File: config.mk
export PLATFORM = sky130hd
export DESIGN_NAME = bd_tx_bridge
export DESIGN_NICKNAME = d
export VERILOG_FILES = /design/src/rtl/bd_tx_bridge.sv
export SDC_FILE = /design/constraint.sdc
export NUM_CORES = 1
export LEC_CHECK = 0
export BUFFER_PORTS_ARGS = -buffer_cell sky130_fd_sc_hd__buf_4
export CAP_MARGIN = 20
export CORE_ASPECT_RATIO = 1.1
export CORE_MARGIN = 2
export CORE_UTILIZATION = 55
export DETAILED_ROUTE_END_ITERATION = 10
export GPL_ROUTABILITY_DRIVEN = 0
export PLACE_DENSITY_LB_ADDON = 0.05
export SLEW_MARGIN = 20
export SYNTH_ARGS = -nofsm -noshare
export SYNTH_HDL_FRONTEND = slang
export SYNTH_SLANG_ARGS = --single-unit
File: constraint.sdc
create_clock -name i_clk -period 3.9 [get_ports i_clk]
set_clock_uncertainty 0.15 [all_clocks]
set_input_delay 0.195 -clock i_clk [delete_from_list [all_inputs] [get_ports i_clk]]
set_output_delay 0.195 -clock i_clk [all_outputs]
set_load 0.02 [all_outputs]
File: src/rtl/bd_tx_bridge.sv
// bd_tx_bridge: launches words from the clocked domain into the async
// datapath. A small FIFO buffers incoming words. A four-phase bundled-data
// FSM drives o_req/o_data, and i_ack is sampled through a synchronizer.
// o_data is loaded only at a launch. It therefore stays stable from the
// SETUP cycle until the acknowledge has been released again.
module bd_tx_bridge #(
  parameter int unsigned DWIDTH      = 32,
  parameter int unsigned DEPTH       = 4,
  parameter int unsigned SYNC_STAGES = 2
) (
  input  logic                       i_clk,
  input  logic                       i_rstn,
  input  logic                       i_valid,
  output logic                       o_ready,
  input  logic [DWIDTH-1:0]          i_data,
  output logic                       o_req,
  output logic [DWIDTH-1:0]          o_data,
  input  logic                       i_ack,
  output logic                       o_busy,
  output logic [$clog2(DEPTH+1)-1:0] o_count,
  output logic                       o_proto_err
);

  localparam int unsigned CW = $clog2(DEPTH + 1);
  localparam int unsigned PW = $clog2(DEPTH);

  typedef enum logic [1:0] {
    ST_IDLE,
    ST_SETUP,
    ST_WAIT_HI,
    ST_WAIT_LO
  } state_e;

  state_e                  state_q, state_d;
  logic                    req_q, req_d;
  logic [DWIDTH-1:0]       data_q, data_d;
  logic                    proto_err_q, proto_err_d;
  logic [SYNC_STAGES-1:0]  sync_q, sync_d;
  logic [DWIDTH-1:0]       mem_q [DEPTH];
  logic [DWIDTH-1:0]       mem_d [DEPTH];
  logic [PW-1:0]           wr_ptr_q, wr_ptr_d;
  logic [PW-1:0]           rd_ptr_q, rd_ptr_d;
  logic [CW-1:0]           count_q, count_d;

  logic                    ack_s;
  logic                    full;
  logic                    empty;
  logic                    push;
  logic                    pop;
  logic [DWIDTH-1:0]       head;

  assign ack_s = sync_q[SYNC_STAGES-1];
  assign full  = (count_q == CW'(DEPTH));
  assign empty = (count_q == '0);
  assign push  = i_valid && !full;
  assign head  = mem_q[rd_ptr_q];

  assign o_ready     = !full;
  assign o_req       = req_q;
  assign o_data      = data_q;
  assign o_busy      = (state_q != ST_IDLE);
  assign o_count     = count_q;
  assign o_proto_err = proto_err_q;

  // Shift i_ack through the synchronizer chain; the FSM sees only the last stage
  always_comb begin
    sync_d = {sync_q[SYNC_STAGES-2:0], i_ack};
  end

  // FIFO storage, pointer and occupancy update; pops are requested by the FSM
  always_comb begin
    mem_d    = mem_q;
    wr_ptr_d = wr_ptr_q;
    rd_ptr_d = rd_ptr_q;
    count_d  = count_q;
    if (push) begin
      mem_d[wr_ptr_q] = i_data;
      wr_ptr_d        = wr_ptr_q + PW'(1);
    end
    if (pop) begin
      rd_ptr_d = rd_ptr_q + PW'(1);
    end
    case ({push, pop})
      2'b10:   count_d = count_q + CW'(1);
      2'b01:   count_d = count_q - CW'(1);
      default: count_d = count_q;
    endcase
  end

  // Handshake FSM: launch a word, raise req, wait for ack high, then ack low.
  // WAIT_LO launches directly into SETUP when another word is queued.
  always_comb begin
    state_d = state_q;
    req_d   = req_q;
    data_d  = data_q;
    pop     = 1'b0;
    case (state_q)
      ST_IDLE: begin
        if (!empty) begin
          pop     = 1'b1;
          data_d  = head;
          state_d = ST_SETUP;
        end
      end
      ST_SETUP: begin
        req_d   = 1'b1;
        state_d = ST_WAIT_HI;
      end
      ST_WAIT_HI: begin
        if (ack_s) begin
          req_d   = 1'b0;
          state_d = ST_WAIT_LO;
        end
      end
      ST_WAIT_LO: begin
        if (!ack_s) begin
          if (!empty) begin
            pop     = 1'b1;
            data_d  = head;
            state_d = ST_SETUP;
          end else begin
            state_d = ST_IDLE;
          end
        end
      end
      default: state_d = ST_IDLE;
    endcase
  end

  // Sticky flag: an acknowledge seen when no request can be outstanding
  always_comb begin
    proto_err_d = proto_err_q ||
                  (ack_s && ((state_q == ST_IDLE) || (state_q == ST_SETUP)));
  end

  // Control and datapath registers; reset drops req at once and discards the FIFO
  always_ff @(posedge i_clk or negedge i_rstn) begin
    if (!i_rstn) begin
      state_q     <= ST_IDLE;
      req_q       <= 1'b0;
      data_q      <= '0;
      proto_err_q <= 1'b0;
      sync_q      <= '0;
      wr_ptr_q    <= '0;
      rd_ptr_q    <= '0;
      count_q     <= '0;
    end else begin
      state_q     <= state_d;
      req_q       <= req_d;
      data_q      <= data_d;
      proto_err_q <= proto_err_d;
      sync_q      <= sync_d;
      wr_ptr_q    <= wr_ptr_d;
      rd_ptr_q    <= rd_ptr_d;
      count_q     <= count_d;
    end
  end

  // FIFO storage array
  always_ff @(posedge i_clk or negedge i_rstn) begin
    if (!i_rstn) begin
      for (int unsigned i = 0; i < DEPTH; i++) begin
        mem_q[i] <= '0;
      end
    end else begin
      mem_q <= mem_d;
    end
  end

endmodule
==> flow_metrics.env <==
export IMPL_status="finished, final reports clean"
export IMPL_cts_root_buffer="clkbuf_16"
export IMPL_place_inst=691
export IMPL_p_sw_share_pct=30.3
export IMPL_drtIter0Drc=232
export IMPL_rr_worst_depth=10
export IMPL_pin_count=75
export IMPL_hold_path_end="wr_ptr_q[0]"
export IMPL_dominantRegCellSynth="dfrtp_1"
export IMPL_hold_class="input pin to flop"
export IMPL_seqCellArea_um2=4330
export IMPL_grt_usage_pct=20.6
export IMPL_drv_cap=0
export IMPL_yosysUniqueCellTypes=29
export IMPL_clk_pin_slew_ps=60
export IMPL_worstPathArrival_ps=2780
export IMPL_cts_num_sinks=173
export IMPL_reg2reg_from="state_q[0]"
export IMPL_io_buffers=74
export IMPL_min_period_ps=2590
export IMPL_nNetsFinal=599
export IMPL_core_area_um2=14400
export IMPL_critPathKind="flop to flop"
export IMPL_synth_edff_count=0
export IMPL_setup_viol=0
export IMPL_postRouteAntennaNets=0
export IMPL_cts_tree="done"
export IMPL_critPathLaunchType="flop"
export IMPL_die_x_um=120
export IMPL_min_period_over_period_pct=66.3
export IMPL_p_clk_share_pct=19.3
export IMPL_ir_worst_vdd_mv=0.519
export IMPL_vias_per_cell=5.37
export IMPL_syn2layout_area_growth_pct=18.6
export IMPL_fmax_ghz=0.387
export IMPL_cts_buffer_depth=2
export IMPL_fill_cells=1054
export IMPL_cts_resized=0
export IMPL_antenna_found_initial=0
export IMPL_grt_pass1_vias=4576
export IMPL_slew_violations=0
export IMPL_relSlewSlack_pct=37.2
export IMPL_syn_nets=491
export IMPL_combPwrFrac_pct=43.4
export IMPL_placementRows=46
export IMPL_hpwl_mm=8.55
export IMPL_drc=0
export IMPL_regToRegSetupSlack_ps=1310
export IMPL_final_cells=757
export IMPL_grt_setup_unrepaired="no"
export IMPL_wl_mm=14.7
export IMPL_die_area_um2=15700
export IMPL_power_density_nw_per_um2=951
export IMPL_final_cell_mix="dfrtp_1, mux2_4, buf_4, mux2_2, dlygate4sd3_1"
export IMPL_synthCells=444
export IMPL_hold_violations=0
export IMPL_p_switching_mw=2.76
export IMPL_die_h_um=131
export IMPL_mostFrequentLayoutCell="dfrtp_1"
export IMPL_firstDrtPassIters=4
export IMPL_grt_max_degree=117
export IMPL_wire_per_inst_um=19.4
export IMPL_tightest_slew_ps=942
export IMPL_cts_buffers=17
export IMPL_r2r_end="o_count[2]"
export IMPL_grt_ovfl_total=0
export IMPL_hold_ws_ps=32.0
export IMPL_via_count=4066
export IMPL_min_path_cells=3
export IMPL_tns_ps=0
export IMPL_drive_gt1_share_pct=55.0
export IMPL_endpoint_kind="flop"
export IMPL_required_ps=4090
export IMPL_grt_pass1_wl_mm=25.0
export IMPL_yosys_warnings=0
export IMPL_netlist_area_um2=8090
export IMPL_cts_htree_levels=4
export IMPL_hp_start="i_valid"
export IMPL_internal_power_mw=6.36
export IMPL_synth_seq_cells=173
export IMPL_start_util_pct=56.2
export IMPL_postSynthAreaPerCell_um2=18.2
export IMPL_path_max_fanout=4
export IMPL_insertion_delay_ps=420
export IMPL_diodes=0
export IMPL_synthArstFlopShare_pct=100
export IMPL_seqPwrFrac_pct=37.3
export IMPL_multi_input_area_um2=3410
export IMPL_total_leakage_power_nw=4.58
export IMPL_ys_seq_area_share_pct=53.5
## worst max-delay path, stage by stage (launching register included)
cell      delay, ps
dfrtp_1         410
inv_1           150
ha_1            240
inv_1           100
a211oi_1        350
ha_1            250
inv_1            60
fa_1            370
xor2_1          150
nor2_1          110
xor2_1          170
## layout make-up
type	instances	area share [%]
multi-input combinational	237	35.6
clock buffer	21	4.70
timing repair buffer	113	9.93
sequential	173	45.2
inverter	10	0.391
clock inverter	11	1.72
tap	192	2.50
## worst max path at each step
| stage | end | cells past startpoint | startpoint |
|---|---|---|---|
| floorplan | o_count[2] | 10 | state_q[0] |
| global placement | o_count[2] | 8 | o_count[1] |
| detailed placement | o_count[2] | 9 | state_q[0] |
| CTS | o_count[2] | 10 | state_q[0] |
| global route | o_count[2] | 9 | state_q[0] |
| finish | o_count[2] | 10 | state_q[0] |
## Yosys cell counts (4+ instances only)
master	instances	share of area [%]
buf_12	12	3.0
mux4_2	32	8.9
clkbuf_1	4	0.19
inv_1	10	0.46
mux2_2	42	5.8
mux2_4	120	22
dfrtp_1	173	54
nand3_4	4	0.87
ha_1	10	1.5
## stage by stage
step | total power [mW] | cell area (µm²) | utilization [%] | setup slack [ps]
2_1_floorplan | 6.49 | 8090 | - | 1500
3_3_place_gp | 7.28 | 8630 | 60.0 | 1440
3_5_place_dp | 7.40 | 8630 | 60.0 | 1330
4_1_cts | 9.24 | 9590 | 66.6 | 1290
5_1_grt | 9.68 | 9590 | 66.7 | 1110
6_report | 9.12 | 9590 | 66.7 | 1310
## kinds of logic (layout without fill, tap and decap cells)
| logic type | after synthesis | count (layout) | share of synthesized area [%] |
|---|---|---|---|
| buffers and inverters | 34 | 155 | 4.36 |
| multiplexers | 194 | 194 | 37.0 |
| adder cells (fa/ha/maj) | 11 | 11 | 1.79 |
| XOR/XNOR | 6 | 6 | 0.650 |
| AND/OR/NAND/NOR | 17 | 17 | 1.83 |
| AO/OA/AOI/OAI | 9 | 9 | 0.835 |
| flip-flops | 173 | 173 | 53.5 |
## metal layers
metal,GRT usage (%),vias to the layer above,wire length (µm)
met5,0,-,0
met4,6.86,0,197
met3,4.12,15,412
met2,31.1,65,7090
met1,30.0,2141,7020
li1,-,1845,-
## flip-flops by register name, summed over array words and instances, names as in the netlist
signal,count
mem_q,128
o_data,32
o_count,3
rd_ptr_q,2
state_q,2
sync_q,2
wr_ptr_q,2
o_proto_err,1
o_req,1
## repair_timing
| item | CTS | global route |
|---|---|---|
| hold buffers | 34 | 0 |
| endpoints found under the hold margin | 244 | 0 |
| buffers inserted | 0 | 0 |
## power groups by stage
| stage | sequential, mW | combinational (mW) | clock, mW |
|---|---|---|---|
| 4_1_cts | 3.41 | 4.02 | 1.81 |
| 5_1_grt | 3.54 | 4.25 | 1.89 |
| 6_report | 3.40 | 3.96 | 1.76 |
| 2_1_floorplan | 3.35 | 3.14 | 0 |
| 3_5_place_dp | 3.43 | 3.97 | 0 |
| 3_3_place_gp | 3.38 | 3.90 | 0 |
(Power assumes the default switching activity.)
